### config.mk
export PLATFORM = sky130hd
export DESIGN_NAME = fft_butterfly_comp_flat
export DESIGN_NICKNAME = d
export VERILOG_FILES = /design/src/rtl/fft_butterfly_comp_if.sv /design/src/rtl/fft_butterfly_comp.sv /design/src/flat_wrapper.sv
export SDC_FILE = /design/constraint.sdc
export NUM_CORES = 1
export LEC_CHECK = 0
export CELL_PAD_IN_SITES_DETAIL_PLACEMENT = 1
export CELL_PAD_IN_SITES_GLOBAL_PLACEMENT = 2
export CORE_MARGIN = 10
export CORE_UTILIZATION = 33
export DETAILED_ROUTE_END_ITERATION = 8
export PLACE_DENSITY_LB_ADDON = 0.1
export SYNTH_ARGS = -nofsm -noshare
export SYNTH_HDL_FRONTEND = slang
export SYNTH_SLANG_ARGS = --single-unit
export TNS_END_PERCENT = 5
### constraint.sdc
create_clock -name iCLK -period 0.8 [get_ports iCLK]
set_clock_uncertainty 0.05 [all_clocks]
set_input_delay 0.16 -clock iCLK [delete_from_list [all_inputs] [get_ports iCLK]]
set_output_delay 0.16 -clock iCLK [all_outputs]
set_load 0.1 [all_outputs]
### src/rtl/fft_butterfly_comp_if.sv
// Sample/result bus of the FFT butterfly: mode select, four complex inputs, four complex outputs.
interface fft_butterfly_comp_if #(
  parameter int unsigned BIT = 17
);
  logic                  iBUT_SEL;
  logic signed [BIT-1:0] iX0_RE, iX0_IM, iX1_RE, iX1_IM;
  logic signed [BIT-1:0] iX2_RE, iX2_IM, iX3_RE, iX3_IM;
  logic signed [BIT-1:0] oY0_RE, oY0_IM, oY1_RE, oY1_IM;
  logic signed [BIT-1:0] oY2_RE, oY2_IM, oY3_RE, oY3_IM;

  modport master (
    output iBUT_SEL,
    output iX0_RE, iX0_IM, iX1_RE, iX1_IM, iX2_RE, iX2_IM, iX3_RE, iX3_IM,
    input  oY0_RE, oY0_IM, oY1_RE, oY1_IM, oY2_RE, oY2_IM, oY3_RE, oY3_IM
  );

  modport slave (
    input  iBUT_SEL,
    input  iX0_RE, iX0_IM, iX1_RE, iX1_IM, iX2_RE, iX2_IM, iX3_RE, iX3_IM,
    output oY0_RE, oY0_IM, oY1_RE, oY1_IM, oY2_RE, oY2_IM, oY3_RE, oY3_IM
  );
endinterface

### src/rtl/fft_butterfly_comp.sv
// Registered radix-4 / dual radix-2 complex butterfly with built-in scaling (/4, /2).
// Optional FFT_BUT_ROUND_EN: round-half-up before the scaling shift; otherwise floor truncation.
module fft_butterfly_comp #(
  parameter int unsigned BIT = 17
) (
  input logic                iCLK,
  input logic                iRESET,
  fft_butterfly_comp_if.slave bus
);
  localparam int unsigned W4 = BIT + 2;
  localparam int unsigned W2 = BIT + 1;

`ifdef FFT_BUT_ROUND_EN
  localparam logic signed [W4-1:0] RND4 = W4'(2);
  localparam logic signed [W2-1:0] RND2 = W2'(1);
`else
  localparam logic signed [W4-1:0] RND4 = '0;
  localparam logic signed [W2-1:0] RND2 = '0;
`endif

  function automatic logic signed [W4-1:0] ext4(input logic signed [BIT-1:0] v);
    return {{2{v[BIT-1]}}, v};
  endfunction

  function automatic logic signed [W2-1:0] ext2(input logic signed [BIT-1:0] v);
    return {v[BIT-1], v};
  endfunction

  // Full-precision sum cannot overflow, so the scaled value always fits BIT bits.
  function automatic logic signed [BIT-1:0] scale4(input logic signed [W4-1:0] s);
    logic signed [W4-1:0] t;
    t = s + RND4;
    return BIT'(t >>> 2);
  endfunction

  function automatic logic signed [BIT-1:0] scale2(input logic signed [W2-1:0] s);
    logic signed [W2-1:0] t;
    t = s + RND2;
    return BIT'(t >>> 1);
  endfunction

  logic signed [BIT-1:0] xr [4];
  logic signed [BIT-1:0] xi [4];
  logic signed [BIT-1:0] y_re_d [4];
  logic signed [BIT-1:0] y_im_d [4];
  logic signed [BIT-1:0] y_re_q [4];
  logic signed [BIT-1:0] y_im_q [4];

  assign xr[0] = bus.iX0_RE;
  assign xi[0] = bus.iX0_IM;
  assign xr[1] = bus.iX1_RE;
  assign xi[1] = bus.iX1_IM;
  assign xr[2] = bus.iX2_RE;
  assign xi[2] = bus.iX2_IM;
  assign xr[3] = bus.iX3_RE;
  assign xi[3] = bus.iX3_IM;

  // Butterfly arithmetic for the mode presented this cycle.
  always_comb begin
    for (int k = 0; k < 4; k++) begin
      y_re_d[k] = '0;
      y_im_d[k] = '0;
    end
    if (bus.iBUT_SEL) begin
      y_re_d[0] = scale2(ext2(xr[0]) + ext2(xr[1]));
      y_im_d[0] = scale2(ext2(xi[0]) + ext2(xi[1]));
      y_re_d[1] = scale2(ext2(xr[0]) - ext2(xi[1]));
      y_im_d[1] = scale2(ext2(xi[0]) - ext2(xr[1]));
      y_re_d[2] = scale2(ext2(xr[2]) + ext2(xr[3]));
      y_im_d[2] = scale2(ext2(xi[2]) + ext2(xi[3]));
      y_re_d[3] = scale2(ext2(xr[2]) - ext2(xi[3]));
      y_im_d[3] = scale2(ext2(xi[2]) - ext2(xr[3]));
    end else begin
      y_re_d[0] = scale4(ext4(xr[0]) + ext4(xr[1]) + ext4(xr[2]) + ext4(xr[3]));
      y_im_d[0] = scale4(ext4(xi[0]) + ext4(xi[1]) + ext4(xi[2]) + ext4(xi[3]));
      y_re_d[1] = scale4(ext4(xr[0]) + ext4(xi[1]) - ext4(xr[2]) - ext4(xi[3]));
      y_im_d[1] = scale4(ext4(xi[0]) - ext4(xr[1]) - ext4(xi[2]) + ext4(xr[3]));
      y_re_d[2] = scale4(ext4(xr[0]) - ext4(xr[1]) + ext4(xr[2]) - ext4(xr[3]));
      y_im_d[2] = scale4(ext4(xi[0]) - ext4(xi[1]) + ext4(xi[2]) - ext4(xi[3]));
      y_re_d[3] = scale4(ext4(xr[0]) - ext4(xi[1]) - ext4(xr[2]) + ext4(xi[3]));
      y_im_d[3] = scale4(ext4(xi[0]) + ext4(xr[1]) - ext4(xi[2]) - ext4(xr[3]));
    end
  end

  always_ff @(posedge iCLK or negedge iRESET) begin
    if (!iRESET) begin
      for (int k = 0; k < 4; k++) begin
        y_re_q[k] <= '0;
        y_im_q[k] <= '0;
      end
    end else begin
      for (int k = 0; k < 4; k++) begin
        y_re_q[k] <= y_re_d[k];
        y_im_q[k] <= y_im_d[k];
      end
    end
  end

  assign bus.oY0_RE = y_re_q[0];
  assign bus.oY0_IM = y_im_q[0];
  assign bus.oY1_RE = y_re_q[1];
  assign bus.oY1_IM = y_im_q[1];
  assign bus.oY2_RE = y_re_q[2];
  assign bus.oY2_IM = y_im_q[2];
  assign bus.oY3_RE = y_re_q[3];
  assign bus.oY3_IM = y_im_q[3];

endmodule

### src/flat_wrapper.sv
// flat-port wrapper written by rule: the top's interface ports become plain ports
module fft_butterfly_comp_flat 
#(
  parameter int unsigned BIT = 17
)
  (iCLK, iRESET, bus_iBUT_SEL, bus_iX0_RE, bus_iX0_IM, bus_iX1_RE, bus_iX1_IM, bus_iX2_RE, bus_iX2_IM, bus_iX3_RE, bus_iX3_IM, bus_oY0_RE, bus_oY0_IM, bus_oY1_RE, bus_oY1_IM, bus_oY2_RE, bus_oY2_IM, bus_oY3_RE, bus_oY3_IM);
  fft_butterfly_comp_if #(.BIT(BIT)) bus_i ();
  input logic iCLK;
  input logic iRESET;
  input wire logic [$bits(bus_i.iBUT_SEL)-1:0] bus_iBUT_SEL;
  input wire logic [$bits(bus_i.iX0_RE)-1:0] bus_iX0_RE;
  input wire logic [$bits(bus_i.iX0_IM)-1:0] bus_iX0_IM;
  input wire logic [$bits(bus_i.iX1_RE)-1:0] bus_iX1_RE;
  input wire logic [$bits(bus_i.iX1_IM)-1:0] bus_iX1_IM;
  input wire logic [$bits(bus_i.iX2_RE)-1:0] bus_iX2_RE;
  input wire logic [$bits(bus_i.iX2_IM)-1:0] bus_iX2_IM;
  input wire logic [$bits(bus_i.iX3_RE)-1:0] bus_iX3_RE;
  input wire logic [$bits(bus_i.iX3_IM)-1:0] bus_iX3_IM;
  output wire logic [$bits(bus_i.oY0_RE)-1:0] bus_oY0_RE;
  output wire logic [$bits(bus_i.oY0_IM)-1:0] bus_oY0_IM;
  output wire logic [$bits(bus_i.oY1_RE)-1:0] bus_oY1_RE;
  output wire logic [$bits(bus_i.oY1_IM)-1:0] bus_oY1_IM;
  output wire logic [$bits(bus_i.oY2_RE)-1:0] bus_oY2_RE;
  output wire logic [$bits(bus_i.oY2_IM)-1:0] bus_oY2_IM;
  output wire logic [$bits(bus_i.oY3_RE)-1:0] bus_oY3_RE;
  output wire logic [$bits(bus_i.oY3_IM)-1:0] bus_oY3_IM;
  assign bus_i.iBUT_SEL = bus_iBUT_SEL;
  assign bus_i.iX0_RE = bus_iX0_RE;
  assign bus_i.iX0_IM = bus_iX0_IM;
  assign bus_i.iX1_RE = bus_iX1_RE;
  assign bus_i.iX1_IM = bus_iX1_IM;
  assign bus_i.iX2_RE = bus_iX2_RE;
  assign bus_i.iX2_IM = bus_iX2_IM;
  assign bus_i.iX3_RE = bus_iX3_RE;
  assign bus_i.iX3_IM = bus_iX3_IM;
  assign bus_oY0_RE = bus_i.oY0_RE;
  assign bus_oY0_IM = bus_i.oY0_IM;
  assign bus_oY1_RE = bus_i.oY1_RE;
  assign bus_oY1_IM = bus_i.oY1_IM;
  assign bus_oY2_RE = bus_i.oY2_RE;
  assign bus_oY2_IM = bus_i.oY2_IM;
  assign bus_oY3_RE = bus_i.oY3_RE;
  assign bus_oY3_IM = bus_i.oY3_IM;
  fft_butterfly_comp #(.BIT(BIT)) u_core (.iCLK(iCLK), .iRESET(iRESET), .bus(bus_i));
endmodule
==> impl_metrics.yaml <==
critical_path:
  startpoint: "bus_iX1_RE[1]"
  cp-start-kind: "input pin"
  crit_top_cell: "fa_1"
  path_buf_inv: 4
  cpLargestDelayFamily: "adder cells"
  required_ns: 1.13
  cp.arrival_ns: 3.72
  worstSetupEndpointType: "flip-flop"
  critPathKind: "input pin to flip-flop"
  slowest_delay_ns: 0.58
  crit_slowest_cell: "fa_1"
  worstPathMaxFanout: 2
  crit_chain: "buf_8, inv_6, fa_1, inv_2, fa_1, nand2_1, nor2_2, fa_2, a211oi_4, o21bai_4, a221oi_4, o21ai_4, o41ai_2, buf_4, o2111ai_2, a21oi_2, xor2_1, mux2i_1"
flow_run:
  maxCapViolations: 0
logic_synthesis:
  synth-seq-cells: 136
  synth_top_area_share: 0.2467
  synth_flop_cell: "dfrtp_1"
  synth_xor_area_frac: 0.07846
  synth_edf_count: 0
  ys.warnings.count: 0
  synth.area.mux_share: 0.005249
  netlist_area_mm2: 0.02288
  ys_seq_area_frac: 0.1487
  async_flop_share: 1.000
  synth.avg_cell_area_um2: 9.002
  synthAdderAreaFrac: 0.4118
  synth_top_family_by_area: "adder cells"
  synth_top_area_cell: "fa_1"
  synthSimpleGateAreaFrac: 0.1080
  synth_fp_nets: 3265
  syn_inst: 2542
  yosys-top-cells-area: "fa_1 (25%), ha_1 (17%), dfrtp_1 (15%)"
  synth-compound-area-share: 0.1669
  ys_types: 78
global_route:
  grt_pass1_wl_um: 159600
  grt_max_degree: 49
  antenna_found_initial: 8
  gr-total-overflow: 0
  grt_use_total: 0.2601
  first_global_vias: 26930
clock_tree:
  clockBufferDepth: 2
  cts_root_buf: "clkbuf_16"
  numCtsBuffers: 17
  cts_tree: "done"
  cts_max_level: 4
  clk_pin_slew_ns: 0.07
  cts_sinks: 136
  ctsHoldBuffers: 3
sta:
  hold_violations: 2
  drv_slew: 0
  postLayoutSetupSlackWorst_ns: -2.595
  rsz0062_at_grt: "yes"
  tightestPinTransition_ns: 0.6220
  finalCritPeriodShare: 4.244
  clock.fmax_mhz: 294.6
  tns_ns: -338.38
  whs_ns: -0.0007879
  finalCriticalPeriod_ns: 3.395
  setup_viol: 272
  slew_headroom: 0.5799
die:
  die_area_mm2: 0.08028
  row_count: 96
  num_io_pins: 275
  core_mm2: 0.06871
  fp.dieW_um: 283.3
  dieHeight_um: 283.3
  start_util: 0.3331
routing:
  drt-initial-drc-count: 826
  drt_first_pass_iters: 5
  vias_per_cell: 4.859
  wire_per_inst_um: 22.09
  drc_errors: 0
  ant_nets: 0
  routed_wl_um: 105700
  dr_total_vias: 23260
power:
  p_int_uw: 55160
  leakage_uw: 0.01931
  peakVddDrop_uv: 4578
  net-switching-power_uw: 58040
  switching_share: 0.5127
  power_density_mw_per_mm2: 2897
  clkPwrFrac: 0.080
  seq_power_share: 0.113
  pwr-share-comb: 0.807
placed_design:
  place_congestion: 0.9441
  dp_hpwl_um: 91230
  io_buffers: 274
layout:
  multi_input_area_mm2: 0.01975
  regArea_mm2: 0.003411
  fin_nets: 4566
  area_delta_synth_final_pct: 70.75
  final_util: 0.5687
  fillers: 7785
  drive_above_1_share: 0.4390
outcome:
  violations: "hold timing, setup timing"
  outcome: "complete, but fails checks"
min_path:
  hp-class: "input pin to async pin"
==> per-stage QoR <==
step	hold slack, ns	setup WS, ns	std cells	total power (uW)	area, um^2
2_1_floorplan	-0.1856	-2.653	2542	57260	23180
3_3_place_gp	-0.06421	-3.680	4676	93320	35800
3_5_place_dp	-0.06426	-3.728	4676	95170	35800
4_1_cts	-0.03969	-2.696	4761	110000	38100
5_1_grt	-0.01390	-2.780	4785	119500	39070
6_report	-0.0007879	-2.595	4786	113200	39070
==> power groups by stage <==
stage	logic, uW	clock network (uW)	registers, uW
final	91400	9050	12800
after global routing	97000	9460	13100
after CTS	87900	9280	12800
after detailed placement	82300	0	12800
after global placement	80500	0	12800
after floorplan	24700	0	32500
==> path summary, 6_finish.rpt <==
| kind | end | slack (ns) | cells past startpoint |
|---|---|---|---|
| max | u_core.bus.oY0_RE[15] | -2.59 | 18 |
| min | u_core.bus.oY1_IM[0] | -0.0008 | 2 |
| max in group asynchronous | u_core.bus.oY0_IM[12] | 0.17 | 3 |
| min in group iCLK | u_core.bus.oY2_RE[10] | 0.05 | 3 |
==> final cells by class <==
| class | count | share of cell area |
|---|---|---|
| Antenna cell | 1 | 0.00006405 |
| Multi-Input combinational cell | 1913 | 0.5053 |
| Timing Repair Buffer | 1314 | 0.3162 |
| Clock buffer | 22 | 0.01162 |
| Tap cell | 931 | 0.02981 |
| Inverter | 461 | 0.04589 |
| Clock inverter | 8 | 0.003779 |
| Sequential cell | 136 | 0.08729 |
==> Yosys cell counts (4+ instances only) <==
library cell	number
a21boi_0	6
clkbuf_1	28
o41ai_1	5
nand2_1	126
nor2_1	170
dfrtp_1	136
o2111ai_1	4
buf_1	4
ha_1	302
and2_1	13
or2_2	8
o31ai_1	31
nor3_1	44
o21bai_1	30
and3_1	19
or3_1	18
o21ai_1	9
a31oi_1	23
nand3_1	30
mux2i_1	12
nor4_1	5
and4_1	5
nor3b_1	4
o21a_1	38
o21ai_0	112
o22ai_1	6
a21oi_1	193
a21o_1	50
o211ai_1	10
a31o_2	7
xor2_1	95
inv_1	461
nand4_1	10
nand4b_1	5
fa_1	282
a211o_1	10
nand2b_1	21
a211oi_1	16
xnor2_1	110
nor2b_1	30
==> sequential cells by signal, indices dropped and copies added (netlist names) <==
| register | cells |
|---|---|
| u_core.bus.oY2_IM | 17 |
| u_core.bus.oY3_RE | 17 |
| u_core.bus.oY1_RE | 17 |
| u_core.bus.oY3_IM | 17 |
| u_core.bus.oY0_RE | 17 |
| u_core.bus.oY2_RE | 17 |
| u_core.bus.oY0_IM | 17 |
| u_core.bus.oY1_IM | 17 |
==> cell families (layout without fill, tap and decap cells) <==
logic type      count (synthesis)  after routing
compound gates                594            594
xor+xnor                      205            205
fa+ha+maj                     584            584
buf+inv                       493           1805
flops                         136            136
mux                            12             12
other cells                     0              1
simple gates                  518            518
==> layer usage <==
metal,vias up,track usage,wire [um],part of all wire
met2,391,0.5154,59510,0.56
met1,11740,0.2693,38930,0.37
li1,10970,-,-,-
met3,155,0.03458,2965,0.028
met5,-,0,13,0.00012
met4,2,0.1043,4329,0.041
==> placed cells by master (no fill, tap or decap), types with 50 or more instances in the layout <==
| cell | count |
|---|---|
| a21oi_1 | 135 |
| buf_12 | 159 |
| buf_4 | 966 |
| buf_6 | 64 |
| clkdlybuf4s50_1 | 53 |
| dfrtp_1 | 130 |
| fa_1 | 232 |
| fa_2 | 50 |
| ha_1 | 255 |
| inv_1 | 360 |
| inv_2 | 82 |
| nand2_1 | 118 |
| nor2_1 | 160 |
| o21ai_0 | 69 |
| xnor2_1 | 89 |
| xor2_1 | 92 |
==> repair_timing <==
| action | 4_1_cts | 5_1_grt |
|---|---|---|
| buffers inserted | 54 | 27 |
| pin swaps | 198 | 124 |
| hold endpoints to repair | 138 | 4 |
| resized for setup | 570 | 226 |
| endpoints found under the setup margin | 272 | 272 |
Note: power is estimated with default switching activity, not from simulation.
